[src/rtl/i281_pkg.sv]
// i281 run/debug sequencer shared definitions.
// State encodings are visible on the state output port.
package i281_pkg;

    localparam int ADDR_W_DEF = 6;
    localparam int DATA_W_DEF = 16;
    localparam int CNT_W_DEF  = 16;

    typedef enum logic [2:0] {
        ST_HALT  = 3'd0,
        ST_RUN   = 3'd1,
        ST_STEP  = 3'd2,
        ST_BREAK = 3'd3,
        ST_LOAD  = 3'd4
    } state_e;

endpackage

[src/rtl/i281_load_port.sv]
// Registered code-memory write port for the i281 loader.
// One accepted beat becomes a single-cycle write on the next clock.
module i281_load_port
    import i281_pkg::*;
#(
    parameter int ADDR_W = ADDR_W_DEF,
    parameter int DATA_W = DATA_W_DEF
) (
    input  logic              clock,
    input  logic              reset,
    input  logic              in_load,
    input  logic              load_valid,
    input  logic [ADDR_W-1:0] load_addr,
    input  logic [DATA_W-1:0] load_data,
    output logic              code_we,
    output logic [ADDR_W-1:0] code_waddr,
    output logic [DATA_W-1:0] code_wdata
);

    logic accept;

    assign accept = in_load && load_valid;

    always_ff @(posedge clock or negedge reset) begin
        if (!reset) begin
            code_we    <= 1'b0;
            code_waddr <= '0;
            code_wdata <= '0;
        end else begin
            code_we <= accept;
            if (accept) begin
                code_waddr <= load_addr;
                code_wdata <= load_data;
            end
        end
    end

endmodule

[src/rtl/i281_exec_ctrl.sv]
// i281 run/halt/step/breakpoint sequencer with code loader.
// Gates the datapath enable and counts retired instructions.
module i281_exec_ctrl
    import i281_pkg::*;
#(
    parameter int ADDR_W = ADDR_W_DEF,
    parameter int DATA_W = DATA_W_DEF,
    parameter int CNT_W  = CNT_W_DEF
) (
    input  logic              clock,
    input  logic              reset,
    input  logic              run_req,
    input  logic              step_req,
    input  logic              halt_req,
    input  logic              bkpt_en,
    input  logic [ADDR_W-1:0] bkpt_addr,
    input  logic [ADDR_W-1:0] pc,
    input  logic              load_start,
    input  logic              load_end,
    input  logic              load_valid,
    output logic              load_ready,
    input  logic [ADDR_W-1:0] load_addr,
    input  logic [DATA_W-1:0] load_data,
    output logic              cpu_en,
    output logic              code_we,
    output logic [ADDR_W-1:0] code_waddr,
    output logic [DATA_W-1:0] code_wdata,
    output logic [2:0]        state,
    output logic [CNT_W-1:0]  retired
);

    state_e state_q;
    state_e state_d;
    logic   skip_bkpt;
    logic   skip_set;
    logic   bkpt_hit;
    logic   in_load;

    assign in_load    = (state_q == ST_LOAD);
    assign load_ready = in_load;
    assign state      = state_q;

    assign bkpt_hit = (state_q == ST_RUN) && bkpt_en &&
                      (pc == bkpt_addr) && !skip_bkpt;

    always_comb begin
        state_d  = state_q;
        cpu_en   = 1'b0;
        skip_set = 1'b0;
        case (state_q)
            ST_HALT, ST_BREAK: begin
                if (load_start) begin
                    state_d = ST_LOAD;
                end else if (step_req) begin
                    state_d  = ST_STEP;
                    skip_set = (state_q == ST_BREAK);
                end else if (run_req) begin
                    state_d  = ST_RUN;
                    skip_set = (state_q == ST_BREAK);
                end
            end
            ST_RUN: begin
                if (halt_req) begin
                    state_d = ST_HALT;
                end else if (bkpt_hit) begin
                    state_d = ST_BREAK;
                end else begin
                    cpu_en = 1'b1;
                end
            end
            ST_STEP: begin
                cpu_en  = 1'b1;
                state_d = ST_HALT;
            end
            ST_LOAD: begin
                if (load_end) begin
                    state_d = ST_HALT;
                end
            end
            default: state_d = ST_HALT;
        endcase
    end

    always_ff @(posedge clock or negedge reset) begin
        if (!reset) begin
            state_q   <= ST_HALT;
            skip_bkpt <= 1'b0;
            retired   <= '0;
        end else begin
            state_q <= state_d;
            // skip only ever arms while stopped, so it cannot race the clear
            if (cpu_en) begin
                skip_bkpt <= 1'b0;
            end else if (skip_set) begin
                skip_bkpt <= 1'b1;
            end
            if (state_d == ST_LOAD && !in_load) begin
                retired <= '0;
            end else if (cpu_en) begin
                retired <= retired + CNT_W'(1);
            end
        end
    end

    i281_load_port #(
        .ADDR_W(ADDR_W),
        .DATA_W(DATA_W)
    ) u_load_port (
        .clock      (clock),
        .reset      (reset),
        .in_load    (in_load),
        .load_valid (load_valid),
        .load_addr  (load_addr),
        .load_data  (load_data),
        .code_we    (code_we),
        .code_waddr (code_waddr),
        .code_wdata (code_wdata)
    );

endmodule

[config.mk]
export PLATFORM = sky130hd
export DESIGN_NAME = i281_exec_ctrl
export DESIGN_NICKNAME = d
export VERILOG_FILES = /design/src/rtl/i281_pkg.sv /design/src/rtl/i281_load_port.sv /design/src/rtl/i281_exec_ctrl.sv
export SDC_FILE = /design/constraint.sdc
export NUM_CORES = 1
export LEC_CHECK = 0
export CORE_MARGIN = 4
export CORE_UTILIZATION = 50
export CTS_CLUSTER_SIZE = 8
export DETAILED_ROUTE_END_ITERATION = 10
export DONT_BUFFER_PORTS = 1
export PLACE_DENSITY_LB_ADDON = 0.08
export SLEW_MARGIN = 25
export SYNTH_ARGS = -nofsm -noshare
export SYNTH_HDL_FRONTEND = slang
export SYNTH_HIERARCHICAL = 1
export SYNTH_SLANG_ARGS = --single-unit
[constraint.sdc]
create_clock -name clock -period 2.5 [get_ports clock]
set_clock_uncertainty 0.2 [all_clocks]
set_input_delay 0.125 -clock clock [delete_from_list [all_inputs] [get_ports clock]]
set_output_delay 0.125 -clock clock [all_outputs]
set_load 0.005 [all_outputs]
# ---- Word level (Yosys, flattened, before mapping)
# Cells that the tools add are included.
dict set report op_classes {
  addsub 1
  n_eq_ne 6
  muxes 18
  n_reduce_logical 11
}
# op n
set op_table {}
lappend op_table {{$mux W16} 2}
lappend op_table {{$mux W3} 6}
lappend op_table {{$add A16 B1 Y16 const B} 1}
lappend op_table {{$pmux W3 S3} 1}
lappend op_table {{$mux W1} 8}
lappend op_table {{$eq A3 B2 Y1 const B} 2}
lappend op_table {{$eq A3 B3 Y1 const B} 2}
lappend op_table {{$eq A6 B6 Y1} 1}
lappend op_table {{$logic_and A1 B1 Y1} 5}
lappend op_table {{$reduce_bool A2 Y1} 2}
lappend op_table {{$eq A3 B1 Y1 const B} 1}
lappend op_table {{$logic_not A3 Y1} 1}
lappend op_table {{$logic_not A1 Y1} 2}
lappend op_table {{$pmux W1 S2} 1}
lappend op_table {{$reduce_or A2 Y1} 1}
dict set report word_totals {
  reg_bits 43
  inputBits 43
  elab_cells 42
}

# ---- Logic depth before layout (Yosys ltp)
# Gate-level depths: netlist of the first run.
dict set report logic_depth {
  word_depth 10
  depth_mapped 8
  depth_no_buf 5
}

# ---- Hierarchy
# Netlist of the first run, hierarchy kept.
# mod n_inst cells_per_inst area_each_um2 seq_area_each_um2
set modules_own_cells {}
lappend modules_own_cells {i281_exec_ctrl 1 132 1219.9 500.5}
lappend modules_own_cells {i281_load_port 1 49 927.1 575.6}

# ---- Worst setup path before layout of the first run
# Ideal clock, no wire load.
dict set report synth_path {
  path_kind {register to register}
  start {register state_q[2], in the netlist state[2]}
  end {register retired[11]}
  setup_ns 0.078
  arrival_ns 1.652
  required_time_ns 2.222
  path_slack_ns 0.570
  stages_incl_launch_ff 8
  path_buffers 2
  cell_sequence {dfrtp_1 > buf_6 > nor3b_2 > nor4_1 > and2_1 > buf_6 > or4_1 > a21oi_1}
}
dict set report synth_between {
  elab_chain_cells 10
}
# element line
set synth_lines {}
lappend synth_lines {{start: declaration} i281_exec_ctrl.sv:32} ;# state_e state_q;
lappend synth_lines {{start signal: assignment} i281_exec_ctrl.sv:90} ;# state_q <= state_d;
lappend synth_lines {{$eq A3 B1 Y1} {i281_exec_ctrl.sv:43, i281_exec_ctrl.sv:50}}
lappend synth_lines {{$logic_and A1 B1 Y1 (2 in a row)} i281_exec_ctrl.sv:43} ;# assign bkpt_hit = (state_q == ST_RUN) && bkpt_en &&
lappend synth_lines {{$logic_and A1 B1 Y1} i281_exec_ctrl.sv:44} ;# (pc == bkpt_addr) && !skip_bkpt;
lappend synth_lines {{$mux W3} i281_exec_ctrl.sv:65} ;# end else if (bkpt_hit) begin
lappend synth_lines {{$mux W3} i281_exec_ctrl.sv:63} ;# if (halt_req) begin
lappend synth_lines {{$pmux W3 S3} i281_exec_ctrl.sv:50} ;# case (state_q)
lappend synth_lines {{$eq A3 B3 Y1} i281_exec_ctrl.sv:97} ;# if (state_d == ST_LOAD && !in_load) begin
lappend synth_lines {{$logic_and A1 B1 Y1} i281_exec_ctrl.sv:97}
lappend synth_lines {{$mux W16 or $reduce_bool A2 Y1 (tied branches)} n/a}
lappend synth_lines {{end signal: assignment} i281_exec_ctrl.sv:100} ;# retired <= retired + CNT_W'(1);
lappend synth_lines {{end: declaration} i281_exec_ctrl.sv:29} ;# output logic [CNT_W-1:0] retired
# Parallel ways exist; a longest one is shown, timed or not.
# A chain may end at the register's enable or synchronous reset.

# ---- Worst setup path in the final report of the first run
dict set report layout_path {
  start {register state_q[2], in the netlist state[2]}
  end {register retired[9]}
}
# The elaborated chain is that of the path after synthesis.

==> key figures, run 1 <==
Run status
  – Outcome: finished, final reports clean

Placed design
  – GP Congestion: 0.724
  – Post-DP Area: 0.00215 mm2
  – Port Buffers: 0
  – Post-DP HPWL: 3340 um
  – Placed Cells: 225

GRT
  – Met3 global-route usage: 0.0602
  – Pin count of the biggest net entering global routing: 44
  – Initial antenna violation count: 0
  – Met1 Use GR: 0.224
  – Busiest grt layer: met2
  – Vias in the first global route: 1,471
  – Met2 usage: 0.287
  – Grt ovf: 0
  – First-pass GRT wire length: 7330 um
  – Gr usage total: 0.178

Logic synthesis
  – Share of Yosys cell area claimed by the top area cell type: 0.501
  – Largest family of logic cells by synthesized area: simple AND/OR/NAND/NOR gates
  – Mapped cell area: 0.00215 mm2
  – Synth Instances: 181
  – Number of flops mapped to enable cells by yosys: 0
  – Synth Area in Adders: 0.00583
  – Register bit total from synthesis: 43
  – Syn Area/Cell: 11.9 um2
  – Sequential area share after synthesis: 0.501
  – Mapped Nets: 225
  – Cell taking the most area after synthesis: dfrtp_1
  – Compound-Gate Fraction of Synth Area: 0.0851
  – Simple-gate share of the synthesized area: 0.174
  – Synth top area cells: dfrtp_1 (50%), mux2_4 (13%), nand2_1 (3.3%)
  – Post-synth top cells: dfrtp_1 (43), mux2_4 (19), nand2_1 (19)
  – Synth async-reset ratio: 1.00
  – Synth Area in XOR/XNOR: 0.0286
  – Most numerous cell in the Yosys netlist: dfrtp_1
  – Mux contribution to synthesized area: 0.172
  – Ys Warns: 6
  – Post-synth cell types: 39
  – Post-synth top flop: dfrtp_1

Timing
  – Worst slew pin tran: 0.695 ns
  – Fmax: 457 MHz
  – Final Hold Slack: 0.0971 ns
  – Slew Limit Headroom: 0.535
  – Fin crit period: 2.19 ns
  – Setup TNS: 0 ns
  – Unrepaired setup endpoints after global routing: no
  – Max-slew violations: 0
  – Final cycle utilization of the critical path: 0.875
  – Final count of hold timing violations: 0
  – Final setup fails: 0

Final layout
  – Ant diodes: 0
  – Synth-to-Final Area Change: 19.1%
  – Nets@finish: 256
  – Final Non-Filler Cells: 263
  – Cell area after layout: 0.00256 mm2
  – Fillers: 341
  – Area occupied by multi-input gates: 1000 um2
  – Register area: 0.00108 mm2
  – Share of post-route cells with drive strength above 1: 0.178

Setup path
  – Critical path data arrival time: 2.21 ns
  – Max Fanout on Critical Path: 17
  – Crit. End Element: flop
  – Crit path largest cell delay: 0.57 ns
  – Worst path bufs/invs: 0
  – Critical path, cell by cell: nor3b_2, nor4_1, and2_1, or4_1, a21oi_1
  – CP max stage cell: or4_1
  – Setup crit start kind: flop
  – WS Path Type: flop to flop
  – Worst Path Required: 2.52 ns
  – Crit path max-delay family: simple AND/OR/NAND/NOR gates

CTS
  – CTS buffer count: 5
  – Post-CTS sizing: 0
  – CTS tree: done
  – Clock Sinks: 43
  – Clock slew at reported path FFs: 0.09 ns
  – CTS H-Tree Depth: 2
  – Post-CTS Repair Setup Buffers: 0
  – Clk buf depth: 2
  – Worst-skew pair later-pin latency: 0.29 ns
  – Clock root buffer: clkbuf_8

Flow run
  – MaxCap Viol Count: 0

Route
  – Avg Vias per Cell: 5.98
  – Routed len/inst: 18.2 um
  – Total vias in the final route: 1,572
  – Final WL: 4790 um
  – DR DRC count: 0
  – DR pass1 iterations: 4
  – Antenna Nets Post-Route: 0
  – Initial DRC Count: 88

Worst hold path
  – Hold WC Path Type: primary input to flop

Floorplan
  – Initial Utilization: 0.525
  – Area of the core: 0.00409 mm2
  – Die width: 73.5 um
  – Chip height: 73.5 um
  – # rows: 23
  – IO Pins: 87
  – Die footprint: 0.00541 mm2

Power
  – Power per cell area: 815 mW/mm2
  – Power Total: 0.00208 W
  – Peak supply drop: 0.488 mV
  – Leakage power total: 1.16 nW
==> worst paths after layout <==
check / from / endpoint / slack (ns) / cells past startpoint
worst max-delay path: state[2]$_DFF_PN0_ / retired[9]$_DFFE_PN0P_ / 0.31 / 5
worst min-delay path: halt_req / skip_bkpt$_DFFE_PN0P_ / 0.1 / 4
worst max register to register: state[2]$_DFF_PN0_ / retired[9]$_DFFE_PN0P_ / 0.31 / 5
worst min register to register: skip_bkpt$_DFFE_PN0P_ / skip_bkpt$_DFFE_PN0P_ / 0.31 / 2
max in group asynchronous: reset / retired[15]$_DFFE_PN0P_ / 1.78 / 2
min in group asynchronous: reset / retired[8]$_DFFE_PN0P_ / 0.11 / 2
==> layout make-up <==
| class | count | area share |
|---|---|---|
| multi-input cells | 129 | 0.391 |
| inverters | 2 | 0.00294 |
| repair buffers | 31 | 0.124 |
| clock buffers | 5 | 0.0269 |
| clock inverters | 3 | 0.00930 |
| flip-flops and latches | 43 | 0.421 |
| well taps | 50 | 0.0245 |
==> placed cells by master (no fill, tap or decap), types with 2 or more instances in the layout <==
master,netlist,routed
a21oi_1,7,7
nor3_1,3,3
mux2_4,19,19
nor2b_1,3,3
xor2_1,6,6
o31ai_1,5,5
inv_1,2,2
clkbuf_8,0,5
o21ai_0,6,6
dfrtp_1,43,43
dlygate4sd3_1,0,29
clkinvlp_4,0,2
nand3_1,5,5
nand4_1,5,5
mux2_2,3,3
mux2i_1,5,5
nand2_1,19,19
and2_1,2,2
or4_1,8,8
o211ai_1,3,3
nand2b_1,5,5
or3_1,2,2
nor3b_2,2,2
nor2_1,6,6
==> layer usage <==
layer / up-vias / part of all wire
li1: 724 / -
met3: 5 / 0.075
met1: 782 / 0.42
met5: - / 0
met4: 0 / 0.010
met2: 61 / 0.49
==> logic make-up after synthesis <==
kind of cell	Yosys count
adder cells (fa/ha/maj)	1
flip-flops	43
XOR/XNOR	7
AND/OR/NAND/NOR	66
AO/OA/AOI/OAI	28
buffers and inverters	9
multiplexers	27
==> per-stage QoR <==
step,worst slack (ns),utilization
after floorplan,0.570,-
after global placement,0.389,0.527
after detailed placement,0.312,0.527
after CTS,0.301,0.626
after global routing,0.175,0.626
final,0.312,0.626
==> worst reg2reg max path, stage by stage, from the launching register on <==
cell and delay, ns:
dfrtp_1 0.51, nor3b_2 0.25, nor4_1 0.10, and2_1 0.33
or4_1 0.57, a21oi_1 0.16
==> state kept, by name, indices dropped and copies added, names as in the netlist <==
register / flops
state: 3
skip_bkpt: 1
u_load_port/code_we: 1
u_load_port/code_wdata: 16
retired: 16
u_load_port/code_waddr: 6
==> what timing repair did <==
item | CTS | global route
hold endpoints to repair | 69 | 0
setup endpoints to repair | 0 | 0
hold buffers | 30 | 0
==> report_power, final <==
| group | switching, W | internal, W | leakage [nW] | total, W |
|---|---|---|---|---|
| clock network | 0.000251 | 0.000200 | 0.0408 | 0.000451 |
| logic | 0.000188 | 0.000339 | 0.572 | 0.000526 |
| registers | 0.000202 | 0.000904 | 0.549 | 0.00111 |
| total | 0.000642 | 0.00144 | 1.16 | 0.00208 |
(Power assumes the default switching activity.)
==> inputs of run 2 (changes only) <==
--- a/config.mk
+++ b/config.mk
@@ -11,6 +11,7 @@
 export DETAILED_ROUTE_END_ITERATION = 10
 export DONT_BUFFER_PORTS = 1
 export PLACE_DENSITY_LB_ADDON = 0.08
+export RECOVER_POWER = 50
 export SLEW_MARGIN = 25
 export SYNTH_ARGS = -nofsm -noshare
 export SYNTH_HDL_FRONTEND = slang
==> run 2 against run 1 <==
Clock power about the same. Non-clock buffer count unchanged. Setup slack improved by 0.0020 ns. Register-to-register slack about the same. Routed wire length increased by 0.42%. Sequential power about the same. First-iteration DRC count increased by 6.8%. Maximum frequency about the same. Power about the same. Sequential share of layout area increased by 0.25 points. Worst hold slack got worse by 0.0040 ns. Sequential cell count unchanged. Critical path type unchanged. Critical endpoint unchanged. Largest power group unchanged.
==> key figures, run 2 (synthesis gave the netlist of run 1 again) <==
Final layout
  – Nets@finish: 256 (unchanged)
  – Ant diodes: 0 (unchanged)
  – Largest registers: retired: 16 flops, u_load_port/code_wdata: 16 flops, u_load_port/code_waddr: 6 flops
  – Most common cell after layout, fill and taps aside: dfrtp_1
  – Commonest cells after routing, fill and taps aside: dfrtp_1 (43), dlygate4sd3_1 (29), nand2_1 (19), mux2_4 (19), or4_1 (8)
  – Synth-to-Final Area Change: 18.4%
  – Share of post-route cells with drive strength above 1: 0.178 (unchanged)
  – Final Non-Filler Cells: 263 (unchanged)

Floorplan
  – Chip height: 73.5 um (unchanged)
  – Die footprint: 0.00541 mm2 (unchanged)
  – Initial Utilization: 0.525 (unchanged)
  – Die width: 73.5 um (unchanged)
  – Area of the core: 0.00409 mm2 (unchanged)
  – IO Pins: 87 (unchanged)
  – # rows: 23 (unchanged)

Timing
  – Fin crit period: 2.19 ns (-0.00196 ns)
  – Final setup fails: 0 (unchanged)
  – Slew Limit Headroom: 0.304 (-0.232)
  – Final count of hold timing violations: 0 (unchanged)
  – Max-slew violations: 0 (unchanged)
  – Unrepaired setup endpoints after global routing: no
  – Worst slew pin tran: 1.04 ns (+0.350 ns)
  – Final Hold Slack: 0.0931 ns (-0.00397 ns)
  – Final cycle utilization of the critical path: 0.874 (about the same)
  – Fmax: 457 MHz (about the same)
  – Final setup margin: 0.314 ns (+0.00196 ns)
  – Setup TNS: 0 ns (unchanged)

Route
  – DR top layer: met4
  – Avg Vias per Cell: 5.96 (-0.32%)
  – Initial DRC Count: 94 (+6.8%)
  – DR WL met2: 2370 um (+0.55%)
  – Antenna Nets Post-Route: 0 (unchanged)
  – Routed len/inst: 18.3 um (+0.42%)
  – DR DRC count: 0 (unchanged)
  – Final WL: 4810 um (+0.42%)
  – DR pass1 iterations: 4 (unchanged)
  – Met3 wire length: 381 um (+6.4%)
  – M1 WL: 2020 um (-0.74%)
  – Total vias in the final route: 1,567 (-0.32%)

Power
  – Peak supply drop: 0.488 mV (+0.11%)
  – Power Total: 0.00208 W (about the same)
  – Power per cell area: 820 mW/mm2 (+0.54%)
  – Leakage power total: 1.16 nW (-0.45%)

Setup path
  – Critical path data arrival time: 2.21 ns (about the same)
  – Worst r2r src: state[2]$_DFF_PN0_
  – WS Path Type: flop to flop
  – Worst Path Required: 2.53 ns (about the same)
  – Crit. End Element: flop
  – Worst Setup SP: state[2]$_DFF_PN0_
  – Worst R2R Setup Slack: 0.31 ns (about the same)
  – Setup crit start kind: flop
  – Max Fanout on Critical Path: 17 (unchanged)

Worst hold path
  – Hold WC Path Type: primary input to flop
  – Hold path startpoint: halt_req

GRT
  – Gr usage total: 0.178 (unchanged)
  – Grt ovf: 0 (unchanged)
  – Vias in the first global route: 1,471 (unchanged)
  – First-pass GRT wire length: 7330 um (unchanged)
  – Initial antenna violation count: 0 (unchanged)
  – Pin count of the biggest net entering global routing: 44 (unchanged)

CTS
  – CTS H-Tree Depth: 2 (unchanged)
  – Post-CTS Repair Setup Buffers: 0 (unchanged)
  – Clk buf depth: 2 (unchanged)
  – Clock slew at reported path FFs: 0.09 ns (about the same)
  – CTS buffer count: 5 (unchanged)
  – CTS Hold Bufs: 30 (unchanged)
  – Worst-skew pair later-pin latency: 0.30 ns (about the same)
  – Clock Sinks: 43 (unchanged)
  – Post-CTS sizing: 0 (unchanged)
  – CTS tree: done
  – Clock root buffer: clkbuf_8

Placed design
  – GP Congestion: 0.724 (unchanged)
  – Place WS: 0.312 ns (unchanged)
  – Post-DP HPWL: 3340 um (unchanged)
  – Placed Cells: 225 (unchanged)
  – Port Buffers: 0 (unchanged)

Flow run
  – MaxCap Viol Count: 0 (unchanged)

Run status
  – Outcome: finished, final reports clean
==> run 2: power by group <==
part	internal [W]	leakage [nW]	switching, W
logic	0.000336	0.567	0.000186
registers	0.000904	0.549	0.000203
clock network	0.000200	0.0408	0.000254
==> run 2: through the flow <==
stage	util	area, um2
after global routing	0.622	2540
final	0.622	2540
after detailed placement	0.527	2150
after CTS	0.626	2560
after global placement	0.527	2150
after floorplan	-	2150
==> run 2: cell type report <==
class | count | area (um2)
fill | 342 | 1550
timing repair buffer | 31 | 303
clock buffer | 5 | 68.8
inverter | 2 | 7.51
clock inverter | 3 | 23.8
sequential | 43 | 1080
tap | 50 | 62.6
multi-input combinational | 129 | 1000
==> run 2: final timing paths <==
check	endpoint	cells past startpoint
setup / recovery	retired[9]$_DFFE_PN0P_	5
hold / removal	skip_bkpt$_DFFE_PN0P_	4
setup reg to reg	retired[9]$_DFFE_PN0P_	5
hold reg to reg	skip_bkpt$_DFFE_PN0P_	2
max in group asynchronous	state[2]$_DFF_PN0_	2
min in group asynchronous	retired[12]$_DFFE_PN0P_	2
==> run 2: metal layers <==
metal | vias up | GRT usage
li1 | 723 | -
met1 | 774 | 0.224
met2 | 65 | 0.287
met3 | 5 | 0.0602
met4 | 0 | 0.0563
met5 | - | 0
==> run 2: worst max-delay path, stage by stage, from the launching register on <==
cell     delay [ns]
dfrtp_1        0.51
nor3b_2        0.25
nor4_1         0.10
and2_1         0.33
or4_1          0.57
a21oi_1        0.16
==> inputs of run 3 (changes only) <==
--- a/config.mk
+++ b/config.mk
@@ -6,7 +6,7 @@
 export NUM_CORES = 1
 export LEC_CHECK = 0
 export CORE_MARGIN = 4
-export CORE_UTILIZATION = 50
+export CORE_UTILIZATION = 60
 export CTS_CLUSTER_SIZE = 8
 export DETAILED_ROUTE_END_ITERATION = 10
 export DONT_BUFFER_PORTS = 1
==> run 3 against run 2 <==
Global-route usage is 5.8 points higher. Register-to-register slack lost 0.03 ns. Clock-buffer cell count unchanged. Clock power shrank 3%. Maximum frequency shrank 1.5%. Final cell count shrank 0.76%. Highest routed layer unchanged.
==> key figures, run 3 (synthesis gave the netlist of run 1 again) <==
Timing
  – Unrepaired setup endpoints after global routing: no
  – Fin crit period: 2.22 ns (+0.0344 ns)
  – Slew Limit Headroom: 0.310 (+0.00614)
  – Final Hold Slack: 0.0961 ns (+0.00294 ns)
  – Worst slew pin tran: 1.04 ns (-0.00921 ns)
  – Final setup fails: 0 (unchanged)
  – Max-slew violations: 0 (unchanged)
  – Setup TNS: 0 ns (unchanged)
  – Fmax: 450 MHz (-1.5%)
  – Final setup margin: 0.279 ns (-0.0344 ns)
  – Final cycle utilization of the critical path: 0.888 (+0.0138)
  – Final count of hold timing violations: 0 (unchanged)

Power
  – Leakage power total: 1.17 nW (+1.2%)
  – Clk pwr share: 0.210 (-0.008)
  – Combinational power share: 0.266 (+0.015)
  – Power Total: 0.00210 W (+0.99%)
  – Sw Share: 0.307 (-0.00189)
  – Peak supply drop: 0.577 mV (+18%)
  – Cell-internal power: 0.00146 W (+1.3%)
  – Psw: 0.000646 W (+0.37%)
  – Power per cell area: 827 mW/mm2 (+0.94%)
  – Sequential share of power: 0.524 (-0.007)

Placed design
  – Port Buffers: 0 (unchanged)
  – Place WS: 0.378 ns (+0.0651 ns)
  – Post-DP Area: 0.00216 mm2 (+0.12%)
  – GP Congestion: 0.743 (+2.7%)
  – Post-DP HPWL: 3340 um (about the same)

Setup path
  – Crit path largest cell delay: 0.47 ns (-0.10 ns)
  – WS Path Type: flop to flop
  – Critical path, cell by cell: nor2_1, nand2_1, inv_1, nand2_2, mux2_4
  – Critical path data arrival time: 2.27 ns (+0.06 ns)
  – Worst Path Required: 2.55 ns (+0.02 ns)
  – Crit. End Element: flop
  – Max Fanout on Critical Path: 23 (+6)
  – CP max stage cell: mux2_4
  – Setup crit start kind: flop

GRT
  – Pin count of the biggest net entering global routing: 44 (unchanged)
  – Initial antenna violation count: 0 (unchanged)
  – Gr usage total: 0.236 (+0.0580)
  – Vias in the first global route: 1,624 (+10%)
  – First-pass GRT wire length: 7940 um (+8.3%)
  – Grt ovf: 0 (unchanged)

Route
  – DR pass1 iterations: 4 (unchanged)
  – Avg Vias per Cell: 6.11 (+2.5%)
  – Final WL: 5190 um (+7.8%)
  – Total vias in the final route: 1,594 (+1.7%)
  – Routed len/inst: 19.9 um (+8.6%)
  – Initial DRC Count: 111 (+18%)
  – DR DRC count: 0 (unchanged)
  – Antenna Nets Post-Route: 0 (unchanged)

CTS
  – CTS buffer count: 5 (unchanged)
  – Worst-skew pair later-pin latency: 0.35 ns (+0.05 ns)
  – Clock Sinks: 43 (unchanged)
  – Clk buf depth: 2 (unchanged)
  – CTS tree: done
  – Clock slew at reported path FFs: 0.13 ns (+0.04 ns)
  – Post-CTS sizing: 0 (unchanged)
  – Clock root buffer: clkbuf_4
  – CTS H-Tree Depth: 2 (unchanged)

Final layout
  – Nets@finish: 258 (+0.78%)
  – Most common cell after layout, fill and taps aside: dfrtp_1
  – Synth-to-Final Area Change: 18.4% (about the same)
  – Share of post-route cells with drive strength above 1: 0.181 (+0.00299)
  – Ant diodes: 0 (unchanged)
  – Largest registers: retired: 16 flops, u_load_port/code_wdata: 16 flops, u_load_port/code_waddr: 6 flops
  – Cell area after layout: 0.00254 mm2 (about the same)
  – Register area: 0.00108 mm2 (unchanged)
  – Commonest cells after routing, fill and taps aside: dfrtp_1 (43), dlygate4sd3_1 (30), nand2_1 (19), mux2_4 (19), or4_1 (8)
  – Area occupied by multi-input gates: 1000 um2 (unchanged)
  – Fillers: 225 (-34%)

Floorplan
  – Area of the core: 0.00339 mm2 (-17%)
  – IO Pins: 87 (unchanged)
  – Die width: 67.8 um (-7.8%)
  – # rows: 21 (-8.7%)
  – Die footprint: 0.00460 mm2 (-15%)
  – Initial Utilization: 0.633 (+0.108)
  – Chip height: 67.8 um (-7.8%)

Worst hold path
  – Hold WC Path Type: primary input to flop

Flow run
  – MaxCap Viol Count: 0 (unchanged)

Run status
  – Outcome: finished, final reports clean
## run 3: power by group through the flow
stage	clock [W]	combinational, W	sequential (W)
finish	0.000442	0.000560	0.00110
global route	0.000477	0.000596	0.00113
CTS	0.000453	0.000549	0.00110
detailed placement	0	0.000489	0.00111
global placement	0	0.000465	0.00110
floorplan	0	0.000444	0.00105
## run 3: cell type report
class / instances / share of cell area
tap: 46 / 0.0226
clock buffer: 5 / 0.0148
sequential: 43 / 0.423
inverter: 2 / 0.00295
clock inverter: 3 / 0.0172
timing repair buffer: 33 / 0.126
multi-input combinational: 129 / 0.393
## run 3: worst max-delay path: cells and delay by family, from the launching register on
family	cells	cell delay, ns
buffers and inverters	1	0.13
AND/OR/NAND/NOR	3	0.86
multiplexers	1	0.47
flip-flops	1	0.46
## run 3: worst paths after layout
path / endpoint / cells past startpoint / slack [ns] / start
worst min register to register: retired[4]$_DFFE_PN0P_ / 1 / 0.34 / retired[4]$_DFFE_PN0P_
worst min-delay path: retired[0]$_DFFE_PN0P_ / 3 / 0.1 / load_start
worst max-delay path: u_load_port/code_wdata[6]$_DFFE_PN0P_ / 5 / 0.28 / state[1]$_DFF_PN0_
max in group asynchronous: state[0]$_DFF_PN0_ / 2 / 1.20 / reset
min in group asynchronous: retired[7]$_DFFE_PN0P_ / 2 / 0.27 / reset
worst max register to register: u_load_port/code_wdata[6]$_DFFE_PN0P_ / 5 / 0.28 / state[1]$_DFF_PN0_
## run 3: through the flow
stage | utilization | instances
after floorplan | - | 181
after global placement | 0.636 | 222
after detailed placement | 0.636 | 222
after CTS | 0.755 | 261
after global routing | 0.750 | 261
final | 0.750 | 261
## run 3: layer usage
metal / track usage / vias up / share of wire
li1: - / 722 / -
met1: 0.253 / 774 / 0.36
met2: 0.411 / 84 / 0.51
met3: 0.0969 / 14 / 0.11
met4: 0.0968 / 0 / 0.021
met5: 0 / - / 0
## run 3: what timing repair did
item | in CTS | in global routing
hold buffers | 31 | 0
hold endpoints to repair | 70 | 0
setup buffers | 0 | 0
